==> src/rtl/writeback_stage_pkg.sv <==
// Shared types for the EX->WB boundary and the writeback skid buffer.
// The write-back stage and its skid FIFO import everything from here.
package writeback_stage_pkg;

  localparam logic [4:0] REG_ZERO = 5'd0;

  typedef struct packed {
    logic [31:0] alu_result;
    logic        alu_result_ready;
    logic        do_not_execute;
    logic [4:0]  reg_wr_addr;
    logic        rd_wr_en;
  } ex_wb_t;

  typedef struct packed {
    logic        valid;
    logic [4:0]  rd;
    logic [31:0] data;
  } wb_entry_t;

  function automatic wb_entry_t make_entry(input logic valid, input logic [4:0] rd,
                                           input logic [31:0] data);
    wb_entry_t e;
    e.valid = valid;
    e.rd    = rd;
    e.data  = data;
    return e;
  endfunction

endpackage

==> src/rtl/writeback_stage_skid_fifo.sv <==
// Skid FIFO for ALU results that lost the register-file write port.
// Entries can be invalidated by destination register; invalid entries still pop.
module wb_skid_fifo
  import writeback_stage_pkg::*;
#(
  parameter int DEPTH = 2,
  parameter int PTR_W = (DEPTH > 1) ? $clog2(DEPTH) : 1,
  parameter int OCC_W = $clog2(DEPTH) + 1
) (
  input  logic                   clk,
  input  logic                   reset_n,
  input  logic                   push,
  input  wb_entry_t              push_entry,
  input  logic                   pop,
  input  logic                   inval,
  input  logic [4:0]             inval_rd,
  output wb_entry_t              head_entry,
  output wb_entry_t [DEPTH-1:0]  entries,
  output logic [PTR_W-1:0]       head,
  output logic [OCC_W-1:0]       count,
  output logic                   full
);

  wb_entry_t [DEPTH-1:0] mem;
  logic [PTR_W-1:0]      tail;

  function automatic logic [PTR_W-1:0] ptr_inc(input logic [PTR_W-1:0] p);
    return (p == PTR_W'(DEPTH - 1)) ? '0 : p + PTR_W'(1);
  endfunction

  always_ff @(posedge clk or negedge reset_n) begin
    if (!reset_n) begin
      for (int i = 0; i < DEPTH; i++) begin
        mem[i] <= '0;
      end
      head  <= '0;
      tail  <= '0;
      count <= '0;
    end else begin
      if (inval) begin
        for (int i = 0; i < DEPTH; i++) begin
          if (mem[i].rd == inval_rd) begin
            mem[i].valid <= 1'b0;
          end
        end
      end
      // Popped slots are cleared so the forwarding search only sees live data.
      if (pop) begin
        mem[head].valid <= 1'b0;
        head            <= ptr_inc(head);
      end
      if (push) begin
        mem[tail] <= push_entry;
        tail      <= ptr_inc(tail);
      end
      count <= count + OCC_W'(push) - OCC_W'(pop);
    end
  end

  assign head_entry = mem[head];
  assign entries    = mem;
  assign full       = (count == OCC_W'(DEPTH));

endmodule

==> src/rtl/writeback_stage.sv <==
// Final pipeline stage: arbitrates loads and ALU results onto the single
// register-file write port, buffers losing ALU results, forwards pending values.
module writeback_stage
  import writeback_stage_pkg::*;
#(
  parameter int DEPTH = 2,
  parameter int CNT_W = 32
) (
  input  logic             clk,
  input  logic             reset_n,
  input  ex_wb_t           ex_wb_r,
  input  logic             load_valid,
  input  logic [4:0]       load_rd,
  input  logic [31:0]      load_data,
  output logic             wb_stall,
  output logic             rf_wr_en,
  output logic [4:0]       rf_wr_addr,
  output logic [31:0]      rf_wr_data,
  input  logic [4:0]       fwd_rs1_addr,
  input  logic [4:0]       fwd_rs2_addr,
  output logic             fwd_rs1_hit,
  output logic [31:0]      fwd_rs1_data,
  output logic             fwd_rs2_hit,
  output logic [31:0]      fwd_rs2_data,
  output logic [CNT_W-1:0] retired_cnt
);

  localparam int PTR_W = (DEPTH > 1) ? $clog2(DEPTH) : 1;
  localparam int OCC_W = $clog2(DEPTH) + 1;

  logic                  ld_acc;
  logic                  alu_acc;
  logic                  fifo_empty;
  logic                  fifo_full;
  logic                  fifo_push;
  logic                  fifo_pop;
  logic                  bypass;
  wb_entry_t             push_entry;
  wb_entry_t             head_entry;
  wb_entry_t [DEPTH-1:0] fifo_entries;
  logic [PTR_W-1:0]      fifo_head;
  logic [OCC_W-1:0]      fifo_count;
  wb_entry_t             winner;

  assign ld_acc  = load_valid && (load_rd != REG_ZERO);
  assign alu_acc = ex_wb_r.alu_result_ready && ex_wb_r.rd_wr_en && !ex_wb_r.do_not_execute
                   && (ex_wb_r.reg_wr_addr != REG_ZERO) && !wb_stall;

  assign fifo_empty = (fifo_count == '0);
  assign fifo_pop   = !ld_acc && !fifo_empty;
  assign bypass     = alu_acc && !ld_acc && fifo_empty;
  assign fifo_push  = alu_acc && !bypass;

  // A same-cycle load is younger than the ALU result, so a matching rd kills it on entry.
  assign push_entry = make_entry(!(ld_acc && (load_rd == ex_wb_r.reg_wr_addr)),
                                 ex_wb_r.reg_wr_addr, ex_wb_r.alu_result);

  assign wb_stall = fifo_full;

  wb_skid_fifo #(
    .DEPTH (DEPTH),
    .PTR_W (PTR_W),
    .OCC_W (OCC_W)
  ) u_fifo (
    .clk        (clk),
    .reset_n    (reset_n),
    .push       (fifo_push),
    .push_entry (push_entry),
    .pop        (fifo_pop),
    .inval      (ld_acc),
    .inval_rd   (load_rd),
    .head_entry (head_entry),
    .entries    (fifo_entries),
    .head       (fifo_head),
    .count      (fifo_count),
    .full       (fifo_full)
  );

  always_comb begin
    winner = '0;
    if (ld_acc) begin
      winner = make_entry(1'b1, load_rd, load_data);
    end else if (fifo_pop) begin
      winner = head_entry;
    end else if (bypass) begin
      winner = make_entry(1'b1, ex_wb_r.reg_wr_addr, ex_wb_r.alu_result);
    end
  end

  always_ff @(posedge clk or negedge reset_n) begin
    if (!reset_n) begin
      rf_wr_en    <= 1'b0;
      rf_wr_addr  <= '0;
      rf_wr_data  <= '0;
      retired_cnt <= '0;
    end else begin
      rf_wr_en <= winner.valid;
      if (winner.valid) begin
        rf_wr_addr <= winner.rd;
        rf_wr_data <= winner.data;
      end
      if (rf_wr_en) begin
        retired_cnt <= retired_cnt + CNT_W'(1);
      end
    end
  end

  for (genvar gi = 0; gi < 2; gi++) begin : g_fwd
    logic [4:0]       query;
    logic             hit;
    logic [31:0]      data;
    logic [PTR_W-1:0] slot;

    assign query = (gi == 0) ? fwd_rs1_addr : fwd_rs2_addr;

    // Sources are applied oldest first so each younger match overrides the previous one.
    always_comb begin
      hit  = 1'b0;
      data = '0;
      slot = '0;
      if (reset_n && (query != REG_ZERO)) begin
        if (rf_wr_en && (rf_wr_addr == query)) begin
          hit  = 1'b1;
          data = rf_wr_data;
        end
        for (int k = 0; k < DEPTH; k++) begin
          slot = fifo_head + PTR_W'(k);
          if (fifo_entries[slot].valid && (fifo_entries[slot].rd == query)) begin
            hit  = 1'b1;
            data = fifo_entries[slot].data;
          end
        end
        if (alu_acc && (ex_wb_r.reg_wr_addr == query)) begin
          hit  = 1'b1;
          data = ex_wb_r.alu_result;
        end
        if (ld_acc && (load_rd == query)) begin
          hit  = 1'b1;
          data = load_data;
        end
      end
    end
  end

  assign fwd_rs1_hit  = g_fwd[0].hit;
  assign fwd_rs1_data = g_fwd[0].data;
  assign fwd_rs2_hit  = g_fwd[1].hit;
  assign fwd_rs2_data = g_fwd[1].data;

endmodule

==> config.mk <==
export PLATFORM = sky130hd
export DESIGN_NAME = writeback_stage
export DESIGN_NICKNAME = d
export VERILOG_FILES = /design/src/rtl/writeback_stage_pkg.sv /design/src/rtl/writeback_stage_skid_fifo.sv /design/src/rtl/writeback_stage.sv
export SDC_FILE = /design/constraint.sdc
export NUM_CORES = 1
export LEC_CHECK = 0
export CORE_ASPECT_RATIO = 0.5
export CORE_MARGIN = 1.5
export CORE_UTILIZATION = 40
export DETAILED_ROUTE_END_ITERATION = 8
export SLEW_MARGIN = 20
export SYNTH_ARGS = -nofsm -noshare
export SYNTH_HDL_FRONTEND = slang
export SYNTH_SLANG_ARGS = --single-unit
==> constraint.sdc <==
create_clock -name clk -period 5.25 [get_ports clk]
set_input_delay 0.7875 -clock clk [delete_from_list [all_inputs] [get_ports clk]]
set_output_delay 0.7875 -clock clk [all_outputs]
set_load 0.02 [all_outputs]
==> results.md, run 1 <==
* Final-report max-slew violation count at 0
* Full die area at 29000 µm²
* Worst setup SP type: input port
* Post-Synth Adder-Cell Area at 0.00336
* Boundary pin count at 227
* Top_reg_cell synth: dfrtp_1
* Highest Signal Layer: met4
* Vias in the first global route at 11500
* Post-CTS setup buffers at 0
* Layout cell share with drive strength beyond 1 at 0.0829
* Period utilization at 0.911
* Fin Clk Skew at 0.0107 ns
* Largest net degree at the start of global routing at 67
* CTS H-tree lvls at 4
* Top-count cell post-synth: dfrtp_1
* Status: finished clean
* Cts hold-fix bufs at 0
* Post-Synth Simple-Gate Area at 0.136
* Gr usage total at 0.315
* First-pass GRT wire length at 69000 µm
* Average routed wire per standard cell at 25.4 µm
* FMAX at 209 MHz
* Sink Count at 150
* TritonCTS clock tree: built
* Async set-reset flop share out of synthesis at 1.00
* Fin. Hold Viols at 0
* P per Cell Area at 467 nW/µm²
* Routed vias at 11300
* Critical path type: input port to output pin
* Syn nets at 1326
* VDD IR max at 330 µV
* Clock transition at path regs at 0.07 ns
* Worst path slowest cell: clkdlybuf4s50_1
* WL met2 at 20700 µm
* Mux cell area share after synthesis at 0.143
* Chip Width at 239 µm
* Final Total Pwr at 6.71 mW
* Antenna Nets Post-Route at 0
* Syn Inst Count at 1233
* Top cells by count, synth: dfrtp_1 (150), nand2_1 (110), o211ai_1 (92), clkbuf_1 (85), nor2_1 (80)
* Tightest Hold Check Type: input port to async pin
* Max-slew headroom at 0.396
* Dpl hpwl at 27300 µm
* Critical Path RT at 4.46 ns
* Register bit count reported by yosys at 150
* CP Data Arrival Time at 4.00 ns
* Cells on worst reg2reg path at 6
* Crit. End Element: output pin
* Clock Path Buffers at 2
* Max stage delay on crit path at 0.65 ns
* Syn Area/Cell at 9.06 µm²
* MaxCap Viol Count at 0
* Total grt overflow at 0
* RSZ-0062 raised after global routing: false
* Root Buffer: clkbuf_16
* Crit-path max FO at 31
* Port Buffers at 226
* Area contributors post-synth: dfrtp_1 (34%), mux2_1 (6.7%), mux2i_1 (6.6%), o211ai_1 (6.2%), xnor2_1 (4.9%)
* Cell taking the most area after synthesis: dfrtp_1
* Largest family of logic cells by synthesized area: compound AO/OA/AOI/OAI gates
* Starting Density at 0.405
* CP most frequent cell: clkdlybuf4s50_1
* Post-layout net count at 1480
* Routed wl met3 at 4220 µm
* TritonRoute pass-1 iters at 5
* Leakage power at 5.71 nW
* Core area at 27600 µm²
* Final wirelength at 45200 µm
* Slew of the pin with the lowest slew margin at 0.906 ns
* Post-Synthesis Cell Area at 11200 µm²
* Register area share after synthesis at 0.336
* Post-synth EDFFs at 0
* DRT met1 WL at 19200 µm
* Yosys top cell area share at 0.336
* DRC violations left at 0
* Setup slack at placement at 0.556 ns
* Synth Area in XOR/XNOR at 0.0768
* Synth Area in Compound Gates at 0.249
* # diodes at 0
* Layout area overhead at 28.5%
* Die height at 121 µm
* Via density per instance at 6.36
* Initial antenna violation count at 0
* Critical Path, Cell by Cell: clkdlybuf4s50_1 -> or4_1 -> o21ai_4 -> nor3_2 -> or3_1 -> buf_4 -> a21oi_1 -> o2bb2ai_1 -> clkdlybuf4s50_1
* Final min period at 4.78 ns
* Skew-Pair Late Insertion Delay at 0.45 ns
* Setup violations, final at 0
* 1st-iter DRT viols at 1267
* # rows at 43
* Post-cts resize count at 0
* Netlist cell types at 54
* Setup_tns at 0 ns
* Slack of the critical path at 0.467 ns
* Placer Congestion at 0.903
* Synthesis Warnings at 0
* Total CTS buffers at 17
cell type report:
class / count / area [µm²]
clock buffer: 17 / 425
clock inverter: 15 / 146
fill: 2521 / 13200
inverter: 7 / 26.3
multi-input combinational: 941 / 6870
sequential: 150 / 3760
tap: 382 / 478
timing repair buffer: 270 / 2660
where the power goes:
group / internal [mW] / switching (mW)
Combinational: 1.36 / 1.94
Clock: 0.663 / 0.575
Sequential: 1.64 / 0.542
Total: 3.66 / 3.05
final timing paths:
path | startpoint | endpoint | slack [ns]
worst max-delay path | load_rd[1] | fwd_rs2_data[12] | 0.47
worst min-delay path | reset_n | rf_wr_addr[2] | 0.19
worst max register to register | u_fifo.count[1] | u_fifo.entries[9] | 1.97
worst min register to register | retired_cnt[31] | retired_cnt[31] | 0.47
max in group asynchronous | reset_n | u_fifo.head | 3.78
min in group clk | retired_cnt[31] | retired_cnt[31] | 0.47
metrics by stage:
step	instances	instance area (µm²)	hold slack, ns	utilization
global placement	1750	13800	0.463	0.500
finish	1782	14400	0.194	0.520
global route	1782	14400	0.189	0.520
detailed placement	1750	13800	0.462	0.500
CTS	1782	14400	0.181	0.520
floorplan	1233	11200	0.463	-
cells in the final DEF, fill, tap and decap left out, types with 12 or more instances in the layout:
cell / n
a211o_1: 20
a211oi_1: 32
a21oi_1: 46
a22o_1: 32
a32o_1: 32
and3_1: 27
buf_4: 39
clkbuf_16: 17
clkdlybuf4s50_1: 225
dfrtp_1: 149
mux2_1: 66
mux2i_1: 74
nand2_1: 109
nand3_1: 40
nor2_1: 78
nor3_1: 28
o211ai_1: 92
o211ai_2: 13
o21ai_0: 13
o21ai_1: 23
o2bb2ai_1: 12
o31ai_1: 32
xnor2_1: 62
xor2_1: 36
critical path, delay by kind of cell:
| family | cells | cell delay (ns) |
|---|---|---|
| buffers and inverters | 3 | 1.40 |
| and+or+nand+nor | 3 | 1.11 |
| AOI/OAI and AO/OA | 3 | 0.68 |
flip-flops by register name (all words and copies together) (netlist names):
name	cells
rf_wr_addr	5
u_fifo.tail	1
rf_wr_en	1
u_fifo.entries	76
u_fifo.head	1
u_fifo.count	2
retired_cnt	32
rf_wr_data	32
routing by layer:
metal / up-vias / global-route usage
met5: - / 0
met4: 0 / 0.123
li1: 4922 / -
met2: 709 / 0.499
met1: 5583 / 0.418
met3: 113 / 0.0726
cells by family after synthesis:
logic type      after synthesis
compound gates              366
simple gates                324
mux                         150
flops                       150
buf+inv                     142
xor+xnor                     98
fa+ha+maj                     3
Note: power is estimated with default switching activity, not from simulation.
==> run 2, diff against run 1 <==
SLEW_MARGIN = 10   (was 20)
==> results of run 2 <==
Final layout, timing and power as in run 1 (identical DEF).
==> run 3, diff against run 2 <==
GPL_ROUTABILITY_DRIVEN = 0   (was not set)
==> run 3 against run 2 <==
Non-clock buffer count unchanged. Critical endpoint is now fwd_rs2_data[6]. Core utilization about the same. Worst hold slack got worse by 0.016 ns. Design area hardly changed. Register-to-register slack improved by 0.28 ns. Global-route usage shrank 1.4 points. Die area is the same. Via count up 0.54%. Sequential share of layout area about the same. Routed wire length down 3.3%. Highest routed layer unchanged.
==> results.md, run 3 (synthesis results as in run 1) <==
* Status: finished clean
* Crit-path max FO at 39
* P_int at 3.72 mW
* Combinational Power Share at 0.483
* Final-report max-slew violation count at 0
* FF-to-FF End: u_fifo.entries[27]
* Final Cell Area at 14400 µm²
* Placed Area at 13800 µm²
* RSZ-0062 raised after global routing: false
* Average routed wire per standard cell at 24.5 µm
* Gr usage total at 0.302
* Chip Width at 239 µm
* P per Cell Area at 470 nW/µm²
* Antenna Nets Post-Route at 0
* Setup violations, final at 0
* Core area at 27600 µm²
* Port Buffers at 226
* Largest net degree at the start of global routing at 73
* Initial antenna violation count at 0
* Tightest Hold Check Type: input port to async pin
* Worst path slowest cell: dfrtp_4
* Skew-Pair Late Insertion Delay at 0.45 ns
* Post-layout net count at 1480
* Max stage delay on crit path at 0.84 ns
* Worst reg2reg setup slack at 2.25 ns
* Total CTS buffers at 17
* Most frequent cells in the layout: clkdlybuf4s50_1 (225), dfrtp_1 (149), nand2_1 (109), o211ai_1 (92), nor2_1 (78)
* Fill cells at 2474
* Sw Share at 0.449
* Routed vias at 11400
* Boundary pin count at 227
* CTS H-tree lvls at 4
* CP Data Arrival Time at 4.29 ns
* TritonCTS clock tree: built
* Setup_tns at 0 ns
* Commonest non-fill, non-tap cell in the layout: clkdlybuf4s50_1
* Via density per instance at 6.39
* Cts hold-fix bufs at 0
* Slew of the pin with the lowest slew margin at 1.09 ns
* Number of stages on the worst setup path at 7
* Post-CTS setup buffers at 0
* Crit path buf inv count at 1
* # diodes at 0
* Register share of total power at 0.328
* Layout area overhead at 28.5%
* Final min period at 5.08 ns
* Fin. Hold Viols at 0
* TritonRoute pass-1 iters at 6
* Critical Path, Cell by Cell: mux2i_2 -> xnor2_1 -> or4_1 -> or2_2 -> o211ai_2 -> o2bb2ai_1 -> clkdlybuf4s50_1
* VDD IR max at 401 µV
* Period utilization at 0.967
* Critical path type: register to output pin
* Clk network pwr share at 0.189
* Clock transition at path regs at 0.07 ns
* # rows at 43
* Crit. End Element: output pin
* Fin Clk Skew at 0.00757 ns
* Max FFs per register at 76
* Switch Pwr at 3.03 mW
* Worst setup SP type: register
* Sink Count at 150
* 1st-iter DRT viols at 1383
* Root Buffer: clkbuf_16
* MaxCap Viol Count at 0
* Delay-heaviest family, CP: simple AND/OR/NAND/NOR gates
* Leakage power at 5.71 nW
* Vias in the first global route at 11400
* FMAX at 197 MHz
* Final wirelength at 43700 µm
* Total grt overflow at 0
* Max-slew headroom at 0.274
* Cells on worst reg2reg path at 6
* Layout cell share with drive strength beyond 1 at 0.0829
* Full die area at 29000 µm²
* Area occupied by multi-input gates at 6870 µm²
* Die height at 121 µm
* Starting Density at 0.405
* Dpl hpwl at 27200 µm
* FF/Latch Area at 3760 µm²
* Clock Path Buffers at 2
* First-pass GRT wire length at 66700 µm
* R2r startpoint: u_fifo.count[1]
* Critical Path RT at 4.46 ns
* DRC violations left at 0
* Post-cts resize count at 0
-- run 3: cell count changes in the layout (fill, tap and decap cells not counted) --
cell | before | now
bufinv_16 | 1 | 2
buf_4 | 39 | 41
inv_8 | 1 | 0
clkinv_4 | 3 | 4
buf_12 | 5 | 3
inv_6 | 5 | 2
clkbuf_8 | 0 | 2
-- run 3: area by class of cell --
class                   instances  share of cell area
repair buffers                270               0.183
multi-input cells             941               0.478
clock inverters                13              0.0103
inverters                       7             0.00183
clock buffers                  19              0.0315
well taps                     382              0.0333
flip-flops and latches        150               0.262
-- run 3: worst max-delay path by stage --
stage,from,end,slack (ns)
after global placement,load_rd[0],fwd_rs2_data[3],0.45
after global routing,u_fifo.head,fwd_rs2_data[4],0.06
after CTS,u_fifo.head,fwd_rs2_data[10],0.23
after detailed placement,ex_wb_r[1],fwd_rs2_data[30],0.49
after floorplan,load_rd[1],fwd_rs2_data[6],1.58
final,u_fifo.head,fwd_rs2_data[6],0.17
-- run 3: worst reg2reg max path, cell delays in order (launching register included) --
cell,delay [ns]
dfrtp_1,0.46
nor2b_1,0.18
or3_1,0.60
a211oi_2,0.46
nor2b_4,0.21
buf_4,0.54
mux2_1,0.42
-- run 3: through the flow --
stage	cells	worst slack, ns	hold slack [ns]	util	power (mW)
finish	1782	0.174	0.178	0.520	6.75
global route	1782	0.0555	0.169	0.520	7.09
detailed placement	1750	0.490	0.468	0.499	5.43
global placement	1750	0.447	0.463	0.499	5.35
CTS	1782	0.230	0.167	0.520	6.72
floorplan	1233	1.58	0.463	-	4.15
-- run 3: routing by layer --
layer / part of all wire / up-vias / global-route usage
li1: - / 4910 / -
met1: 0.43 / 5628 / 0.408
met2: 0.45 / 718 / 0.471
met3: 0.089 / 132 / 0.0557
met4: 0.033 / 0 / 0.134
met5: 0 / - / 0
-- run 3: power by group through the flow --
stage	logic (mW)	registers, mW	clock network (mW)
floorplan	1.95	2.21	0
global placement	3.16	2.19	0
detailed placement	3.20	2.22	0
CTS	3.22	2.21	1.29
global route	3.47	2.29	1.34
finish	3.26	2.21	1.28
